File: src/rtl/control_unit.sv
// control_unit: multicycle MIPS control FSM; outputs decoded from state (BRANCH PCWrite also follows Zero).
// Latency 5-8 cycles per instruction, no backpressure; CONTROL_UNIT_OVERFLOW_EXC_EN adds the overflow EXC state.
module control_unit (
    input  logic       clk,
    input  logic       reset,
    input  logic [5:0] OpCode,
    input  logic [5:0] Func,
    input  logic       Overflow,
    input  logic       Zero,
    input  logic       LT,
    output logic       PCWrite,
    output logic       MemOp,
    output logic       IRWrite,
    output logic       RegWrite,
    output logic       WriteA,
    output logic       WriteB,
    output logic       WriteALUOut,
    output logic       EPCWrite,
    output logic [1:0] ALUSrcA,
    output logic [1:0] PCSource,
    output logic [2:0] SrcAddressMem,
    output logic [2:0] ALUSrcB,
    output logic [2:0] ALUOp,
    output logic [2:0] MemToReg,
    output logic [2:0] RegDst
);

    typedef enum logic [4:0] {
        ST_RESET, ST_SP_INIT, ST_FETCH0, ST_FETCH1, ST_FETCH2, ST_DECODE,
        ST_R_EXEC, ST_R_WB, ST_SLT, ST_JR, ST_I_EXEC, ST_I_WB,
        ST_ADDR, ST_MEM_RD0, ST_MEM_RD1, ST_LW_WB, ST_MEM_WR,
        ST_BRANCH, ST_JUMP, ST_EXC
    } state_t;

    localparam logic [5:0] OP_RTYPE = 6'h00;
    localparam logic [5:0] OP_ADDI  = 6'h08;
    localparam logic [5:0] OP_LW    = 6'h23;
    localparam logic [5:0] OP_SW    = 6'h2B;
    localparam logic [5:0] OP_BEQ   = 6'h04;
    localparam logic [5:0] OP_BNE   = 6'h05;
    localparam logic [5:0] OP_J     = 6'h02;

    localparam logic [5:0] FN_ADD = 6'h20;
    localparam logic [5:0] FN_SUB = 6'h22;
    localparam logic [5:0] FN_AND = 6'h24;
    localparam logic [5:0] FN_SLT = 6'h2A;
    localparam logic [5:0] FN_JR  = 6'h08;

    localparam logic [2:0] ALU_LOAD = 3'b000;
    localparam logic [2:0] ALU_ADD  = 3'b001;
    localparam logic [2:0] ALU_SUB  = 3'b010;
    localparam logic [2:0] ALU_AND  = 3'b011;
    localparam logic [2:0] ALU_CMP  = 3'b111;

    state_t     state_q, state_d;
    logic [2:0] alu_sel_q, alu_sel_d;
    logic       bne_q, bne_d;
    logic       store_q, store_d;

    // Instruction class is latched at DECODE so later states decode from registered state only.
    always_ff @(posedge clk or negedge reset) begin
        if (!reset) begin
            state_q   <= ST_RESET;
            alu_sel_q <= ALU_ADD;
            bne_q     <= 1'b0;
            store_q   <= 1'b0;
        end else begin
            state_q   <= state_d;
            alu_sel_q <= alu_sel_d;
            bne_q     <= bne_d;
            store_q   <= store_d;
        end
    end

    always_comb begin
        state_d       = state_q;
        alu_sel_d     = alu_sel_q;
        bne_d         = bne_q;
        store_d       = store_q;
        PCWrite       = 1'b0;
        MemOp         = 1'b0;
        IRWrite       = 1'b0;
        RegWrite      = 1'b0;
        WriteA        = 1'b0;
        WriteB        = 1'b0;
        WriteALUOut   = 1'b0;
        EPCWrite      = 1'b0;
        ALUSrcA       = 2'b00;
        PCSource      = 2'b00;
        SrcAddressMem = 3'b000;
        ALUSrcB       = 3'b000;
        ALUOp         = ALU_LOAD;
        MemToReg      = 3'b000;
        RegDst        = 3'b000;

        case (state_q)
            ST_RESET: state_d = ST_SP_INIT;
            ST_SP_INIT: begin
                RegWrite = 1'b1;
                RegDst   = 3'b010;
                MemToReg = 3'b111;
                state_d  = ST_FETCH0;
            end
            ST_FETCH0: state_d = ST_FETCH1;
            ST_FETCH1: state_d = ST_FETCH2;
            ST_FETCH2: begin
                IRWrite = 1'b1;
                PCWrite = 1'b1;
                ALUSrcB = 3'b001;
                ALUOp   = ALU_ADD;
                state_d = ST_DECODE;
            end
            ST_DECODE: begin
                WriteA      = 1'b1;
                WriteB      = 1'b1;
                WriteALUOut = 1'b1;
                ALUSrcB     = 3'b011;
                ALUOp       = ALU_ADD;
                state_d     = ST_FETCH0;
                case (OpCode)
                    OP_RTYPE: begin
                        case (Func)
                            FN_ADD: begin state_d = ST_R_EXEC; alu_sel_d = ALU_ADD; end
                            FN_SUB: begin state_d = ST_R_EXEC; alu_sel_d = ALU_SUB; end
                            FN_AND: begin state_d = ST_R_EXEC; alu_sel_d = ALU_AND; end
                            FN_SLT: state_d = ST_SLT;
                            FN_JR:  state_d = ST_JR;
                            default: state_d = ST_FETCH0;
                        endcase
                    end
                    OP_ADDI: state_d = ST_I_EXEC;
                    OP_LW:   begin state_d = ST_ADDR; store_d = 1'b0; end
                    OP_SW:   begin state_d = ST_ADDR; store_d = 1'b1; end
                    OP_BEQ:  begin state_d = ST_BRANCH; bne_d = 1'b0; end
                    OP_BNE:  begin state_d = ST_BRANCH; bne_d = 1'b1; end
                    OP_J:    state_d = ST_JUMP;
                    default: state_d = ST_FETCH0;
                endcase
            end
            ST_R_EXEC: begin
                ALUSrcA     = 2'b01;
                ALUOp       = alu_sel_q;
                WriteALUOut = 1'b1;
                state_d     = ST_R_WB;
`ifdef CONTROL_UNIT_OVERFLOW_EXC_EN
                if (Overflow && (alu_sel_q != ALU_AND)) begin
                    WriteALUOut = 1'b0;
                    state_d     = ST_EXC;
                end
`endif
            end
            ST_R_WB: begin
                RegWrite = 1'b1;
                RegDst   = 3'b001;
                state_d  = ST_FETCH0;
            end
            ST_SLT: begin
                ALUOp    = ALU_CMP;
                RegWrite = 1'b1;
                RegDst   = 3'b001;
                MemToReg = 3'b110;
                state_d  = ST_FETCH0;
            end
            ST_JR: begin
                ALUSrcA = 2'b01;
                PCWrite = 1'b1;
                state_d = ST_FETCH0;
            end
            ST_I_EXEC: begin
                ALUSrcA     = 2'b01;
                ALUSrcB     = 3'b010;
                ALUOp       = ALU_ADD;
                WriteALUOut = 1'b1;
                state_d     = ST_I_WB;
`ifdef CONTROL_UNIT_OVERFLOW_EXC_EN
                if (Overflow) begin
                    WriteALUOut = 1'b0;
                    state_d     = ST_EXC;
                end
`endif
            end
            ST_I_WB: begin
                RegWrite = 1'b1;
                state_d  = ST_FETCH0;
            end
            ST_ADDR: begin
                ALUSrcA     = 2'b01;
                ALUSrcB     = 3'b010;
                ALUOp       = ALU_ADD;
                WriteALUOut = 1'b1;
                state_d     = store_q ? ST_MEM_WR : ST_MEM_RD0;
            end
            ST_MEM_RD0: begin
                SrcAddressMem = 3'b001;
                state_d       = ST_MEM_RD1;
            end
            ST_MEM_RD1: begin
                SrcAddressMem = 3'b001;
                state_d       = ST_LW_WB;
            end
            ST_LW_WB: begin
                RegWrite = 1'b1;
                MemToReg = 3'b001;
                state_d  = ST_FETCH0;
            end
            ST_MEM_WR: begin
                SrcAddressMem = 3'b001;
                MemOp         = 1'b1;
                state_d       = ST_FETCH0;
            end
            ST_BRANCH: begin
                ALUSrcA  = 2'b01;
                ALUOp    = ALU_SUB;
                PCSource = 2'b01;
                PCWrite  = bne_q ? ~Zero : Zero;
                state_d  = ST_FETCH0;
            end
            ST_JUMP: begin
                PCSource = 2'b10;
                PCWrite  = 1'b1;
                state_d  = ST_FETCH0;
            end
`ifdef CONTROL_UNIT_OVERFLOW_EXC_EN
            ST_EXC: begin
                EPCWrite = 1'b1;
                PCSource = 2'b11;
                PCWrite  = 1'b1;
                state_d  = ST_FETCH0;
            end
`endif
            default: state_d = ST_FETCH0;
        endcase
    end

    // LT only feeds the datapath's LT32 mux input; Overflow is ignored without the exception option.
`ifdef CONTROL_UNIT_OVERFLOW_EXC_EN
    logic unused_inputs;
    assign unused_inputs = LT;
`else
    logic unused_inputs;
    assign unused_inputs = LT ^ Overflow;
`endif

endmodule

File: config.mk
export PLATFORM = sky130hd
export DESIGN_NAME = control_unit
export DESIGN_NICKNAME = d
export VERILOG_FILES = /design/src/rtl/control_unit.sv
export SDC_FILE = /design/constraint.sdc
export NUM_CORES = 1
export LEC_CHECK = 0
export CORE_MARGIN = 2
export CORE_UTILIZATION = 25
export DETAILED_ROUTE_END_ITERATION = 10
export HOLD_SLACK_MARGIN = 0.02
export RECOVER_POWER = 50
export SETUP_SLACK_MARGIN = 0.2
export SLEW_MARGIN = 20
export SYNTH_ARGS = -nofsm -noshare
export SYNTH_HDL_FRONTEND = slang
export SYNTH_SLANG_ARGS = --single-unit
File: constraint.sdc
create_clock -name clk -period 4.5 [get_ports clk]
set_clock_uncertainty 0.1 [all_clocks]
set_input_delay 0.9 -clock clk [delete_from_list [all_inputs] [get_ports clk]]
set_output_delay 0.9 -clock clk [all_outputs]
set_load 0.01 [all_outputs]
==> flow_summary.yaml, run 1 <==
clock_network:
  cts_buffer_depth: 2
  cts.clk_slew.worst_paths_ps: 50
  cts_setup_buffers: 0
  ctsResizeCount: 0
  root_buffer: "clkbuf_8"
  htreeDepth: 1
  clock_latency_ps: 230
  hold_buffers: 0
  cts_buffers: 3
  cts_tree: "yes"
  cts_sinks: 9
critical_path:
  reg2reg_from: "state_q[3]"
  end_kind: "output port"
  critPathArrivalTime_ps: 2470
  crit_fanout: 20
  worst_setup_path_start_kind: "flip-flop"
  startpoint: "state_q[3]"
  critical_path_class: "reg -> out"
  worstPathRequired_ps: 3500
grt:
  grt.busiest_layer: "met2"
  grt_pass1_wl_um: 4857
  gr-total-overflow: 0
  use_met3_pct: 1.453
  grt.total_usage_pct: 12.13
  met2_usage_pct: 18.91
  grt_pass1_vias: 1036
  antenna_found_initial: 0
  use_met1_pct: 16.42
  grt_max_degree: 22
synth:
  async_flop_share_pct: 100.0
  yosysWarnings: 0
  syn_inst: 142
  synth.cell_area_um2: 1066
  yosysUniqueCellTypes: 50
  synth_edf_count: 0
  ys_seq_area_share_pct: 21.24
  synth-seq-cells: 9
  synth_flop_cell: "dfrtp_1"
  syn_avg_cell_area_um2: 7.507
pwr:
  p_leak_nw: 0.5196
  ir_worst_vdd_uv: 132.1
  powerDensity_nw_per_um2: 482.0
  finalPower_mw: 0.6791
min_path:
  min_from: "alu_sel_q[1]"
  hold_class: "reg -> reg"
sta:
  fin_crit_sh_pct: 77.15
  worst_slew_margin_rel_pct: 43.58
  tns_ps: 0
  finalHoldViolCount: 0
  slew_violations: 0
  fmax_mhz: 288.0
  tightestPinTransition_ps: 838.5
  setup_viol: 0
  rsz0062_at_grt: "no"
  setup_slack_ps: 1028
  period_minus_slack_ps: 3472
drt:
  vias: 1137
  wl_per_cell_um: 12.91
  vias_per_cell: 5.192
  ant_nets: 0
  drc: 0
  first_iter_violations: 95
  drt_first_pass_iters: 4
  routed_wl_um: 2828
placed_design:
  place_area_um2: 1399
  io_buffer_count: 35
  hpwlAfterDp_um: 2097
  place_ws_ps: 1069
  gp_congestion: 0.7456
flow_run:
  drv_cap: 0
floorplan:
  start_util_pct: 26.27
  fp-row-count: 23
  io_pins: 44
  die_w_um: 69.30
  core-area_um2: 4058
  dieArea_um2: 4802
  fp.dieH_um: 69.30
layout:
  areaGrowthSynthToFinish_pct: 32.16
  layout_common_cells: "32 x clkdlybuf4s50_1, 16 x nor2_1, 14 x a21oi_1"
  insertedDiodeCount: 0
  final_common_cell: "clkdlybuf4s50_1"
  nets: 187
  drive_above_1_share_pct: 5.325
  fin_area_um2: 1409
status:
  status: "finished clean"
## through the flow
step / utilization [%] / hold slack (ps) / instances
2_1_floorplan: - / 394.9 / 147
3_3_place_gp: 34.47 / 430.7 / 215
3_5_place_dp: 34.47 / 429.0 / 215
4_1_cts: 35.58 / 444.8 / 219
5_1_grt: 34.72 / 469.9 / 219
6_report: 34.72 / 439.7 / 219
## layout make-up
class	count	area, um2
clock buffers	4	45.04
fillers	432	2649
inverters	4	15.01
multi-input cells	117	709.4
flip-flops and latches	9	226.5
well taps	50	62.56
repair buffers	35	350.3
## state kept, by name (all words and copies together) (netlist names)
register and count:
state_q 5, store_q 1, bne_q 1, alu_sel_q 2
## critical path, stage by stage (launching register included)
cell and delay (ps):
dfrtp_1 620, nor4b_1 600, nand2_1 240, inv_2 200, clkdlybuf4s50_1 560
## synth_stat cells (2+ instances only)
cell type  instances  area (um2)
nor2b_1            5       31.28
clkbuf_1           4       15.01
a31oi_1            3       18.77
buf_4              8       60.06
dfrtp_1            8       200.2
nand2_1            7       26.28
and2_1             3       18.77
buf_2              4       20.02
nor3b_1            4       30.03
o21ai_0            4       20.02
o22ai_1            3       18.77
mux2_2             2       22.52
xnor2_1            2       17.52
a2bb2oi_1          2       17.52
nand2b_1           8       50.05
nand3_1            2       10.01
xor2_1             2       17.52
o32ai_1            2       17.52
and3_1             3       18.77
nor2_1            16       60.06
a21oi_1           14       70.07
nor3_1             5       25.02
nor4b_1            2       17.52
inv_1              3       11.26
## report_power, final
group	leakage [nW]	internal, mW	switching (mW)
Sequential	0.113	0.0986	0.0733
Combinational	0.384	0.221	0.192
Clock	0.0228	0.0618	0.0330
Total	0.520	0.381	0.298
## per-layer routing
| layer | part of all wire [%] | vias to the layer above |
|---|---|---|
| met5 | 0 | - |
| met4 | 1.8 | 0 |
| met3 | 6.3 | 4 |
| met2 | 44 | 52 |
| met1 | 48 | 519 |
| li1 | - | 562 |
## cell families (layout without fill, tap and decap cells)
logic type | after synthesis | count (layout) | share of synthesized area, %
buf+inv | 21 | 43 | 10.68
other cells | 1 | 6 | 0.3518
xor+xnor | 4 | 4 | 3.287
simple gates | 64 | 64 | 36.62
compound gates | 39 | 39 | 23.83
flops | 9 | 9 | 21.24
mux | 3 | 3 | 3.052
fa+ha+maj | 1 | 1 | 0.9390
## final timing paths
| check | endpoint | slack, ps | depth (start not counted) |
|---|---|---|---|
| setup / recovery | WriteA | 1030 | 4 |
| hold / removal | alu_sel_q[1] | 440 | 2 |
| setup reg to reg | bne_q | 2130 | 5 |
| hold reg to reg | alu_sel_q[1] | 440 | 2 |
| max in group asynchronous | alu_sel_q[0] | 3050 | 1 |
| min in group asynchronous | state_q[3] | 930 | 1 |
Power figures use the tool's default switching activity.
==> run 2: changes to the inputs <==
Clock period 4.5 ns to 3.32 ns, I/O delays scaled along.
==> run 2 against run 1 <==
- worst hold slack improved by 11 ps
- clock-buffer cell count did not move
- power increased by 37%
- cell area increased by 1.8%
- sequential power up 26%
- combinational power up 43%
- non-clock buffer count increased by 1
- worst setup slack got worse by 660 ps
- core utilization increased by 0.62 points
- cell count up 0.46%
- largest power group unchanged
==> flow_summary.yaml, run 2 (same netlist as run 1, synthesis figures left out) <==
clock_network:
  cts.clk_slew.worst_paths_ps: 50
  hold_buffers: 0
  cts_setup_buffers: 0
  cts_buffer_depth: 2
  htreeDepth: 1
  cts_sinks: 9
  clock_latency_ps: 240
  cts_tree: "yes"
  cts_buffers: 3
  root_buffer: "clkbuf_8"
pwr:
  internal_power_mw: 0.5328
  p_sw_share_pct: 42.87
  p_clk_share_pct: 13.7
  ir_worst_vdd_uv: 235.7
  pwr-share-seq_pct: 23.1
  p_leak_nw: 0.5282
  switchingPower_mw: 0.3998
  combPwrFrac_pct: 63.1
  powerDensity_nw_per_um2: 650.4
min_path:
  min_from: "bne_q"
  hold_depth: 1
  hold_end: "bne_q"
  hold_class: "reg -> reg"
floorplan:
  fp-row-count: 23
  dieArea_um2: 4802
  die_w_um: 69.30
  io_pins: 44
  fp.dieH_um: 69.30
  start_util_pct: 26.27
  core-area_um2: 4058
sta:
  period_minus_slack_ps: 2956
  setup_viol: 0
  fmax_mhz: 338.3
  finalHoldViolCount: 0
  fin_crit_sh_pct: 89.02
  tightestPinTransition_ps: 827.1
  rsz0062_at_grt: "no"
  tns_ps: 0
  finalHoldWorstSlack_ps: 450.6
  worst_slew_margin_rel_pct: 44.35
  slew_violations: 0
grt:
  use_met3_pct: 3.198
  use_met1_pct: 17.14
  grt_max_degree: 21
  met2_usage_pct: 18.06
  grt_pass1_vias: 1020
  grt.busiest_layer: "met2"
  gr-total-overflow: 0
  grt_pass1_wl_um: 4919
  grt.total_usage_pct: 12.44
  antenna_found_initial: 0
placed_design:
  io_buffer_count: 35
  gp_congestion: 0.7476
  place_area_um2: 1406
  hpwlAfterDp_um: 2076
  placed_cells: 216
critical_path:
  critPathArrivalTime_ps: 2190
  r2r_end: "bne_q"
  worstPathRequired_ps: 2560
  r2r_cells: 5
  crit_fanout: 16
  end_kind: "output port"
  reg2reg_slack_ps: 1300
  worst_setup_path_start_kind: "flip-flop"
  reg2reg_from: "state_q[4]"
  critical_path_class: "reg -> out"
layout:
  final_common_cell: "clkdlybuf4s50_1"
  reg_top3: "state_q: 5 flops, alu_sel_q: 2 flops"
  drive_above_1_share_pct: 7.647
  top_register: "state_q"
  nets: 188
  areaGrowthSynthToFinish_pct: 34.51
  fin_cells: 220
  insertedDiodeCount: 0
  fin_area_um2: 1434
  largest_register_ffs: 5
  layout_common_cells: "32 x clkdlybuf4s50_1, 16 x nor2_1, 14 x a21oi_1"
  final_util_pct: 35.34
drt:
  ant_nets: 0
  wl_per_cell_um: 12.33
  vias_per_cell: 5.123
  drc: 0
  first_iter_violations: 64
  drt_first_pass_iters: 4
  vias: 1127
  routed_wl_um: 2713
flow_run:
  drv_cap: 0
status:
  status: "finished clean"
-- run 2: cell types whose count changed in the layout (fill, tap and decap cells not counted) --
| cell | change |
|---|---|
| buf_4 | +1 |
| dfrtp_2 | +2 |
| nor4b_4 | +1 |
| nor4b_1 | -1 |
| dfrtp_1 | -2 |
-- run 2: how the worst max path moves through the flow --
| stage | depth (start not counted) | startpoint | slack, ps | end |
|---|---|---|---|---|
| 2_1_floorplan | 4 | state_q[1] | 1110 | ALUOp[1] |
| 3_3_place_gp | 6 | Zero | 370 | PCWrite |
| 3_5_place_dp | 6 | Zero | 360 | PCWrite |
| 4_1_cts | 5 | state_q[3] | 320 | ALUOp[0] |
| 5_1_grt | 5 | state_q[1] | 260 | ALUSrcA[0] |
| 6_report | 5 | state_q[1] | 360 | ALUSrcA[0] |
-- run 2: metal layers --
layer  vias up  routed length (um)
met1       523                1312
met3         4                 171
li1        558                   -
met2        42                1190
met5         -                   0
met4         0                  39
-- run 2: stage by stage --
| stage | setup slack (ps) | total power, mW |
|---|---|---|
| after detailed placement | 360.4 | 0.8067 |
| after floorplan | 1112 | 0.5849 |
| after CTS | 321.7 | 0.9385 |
| after global placement | 367.9 | 0.8093 |
| after global routing | 261.2 | 1.020 |
| final | 364.5 | 0.9326 |
-- run 2: power groups by stage --
stage,Sequential [mW],Clock [mW],Combinational (mW)
after floorplan,0.154,0,0.431
after CTS,0.212,0.131,0.595
final,0.216,0.128,0.589
after global routing,0.224,0.137,0.658
after detailed placement,0.214,0,0.593
after global placement,0.216,0,0.593
-- run 2: worst max-delay path, stage by stage, from the launching register on --
cell and delay [ps]:
dfrtp_1 560, nand2b_1 330, nor3b_1 300, nor2_1 80, o22ai_1 130, clkdlybuf4s50_1 560
-- run 2: final cells by class --
class,instances,area (um2)
Fill cell,428,2624
Multi-Input combinational cell,117,724.4
Timing Repair Buffer,36,357.8
Sequential cell,9,229.0
Tap cell,50,62.56
Clock buffer,4,45.04
Inverter,4,15.01
-- run 2: repair_timing --
action,CTS,global route
gates resized for setup,0,2
setup endpoints to repair,0,2
endpoints found under the hold margin,0,0
==> run 3: changes to the inputs <==
Settings changed: CTS_CLUSTER_DIAMETER from default to 120.
==> results of run 3 <==
No change in the layout: final DEF, timing and power equal those of run 2.
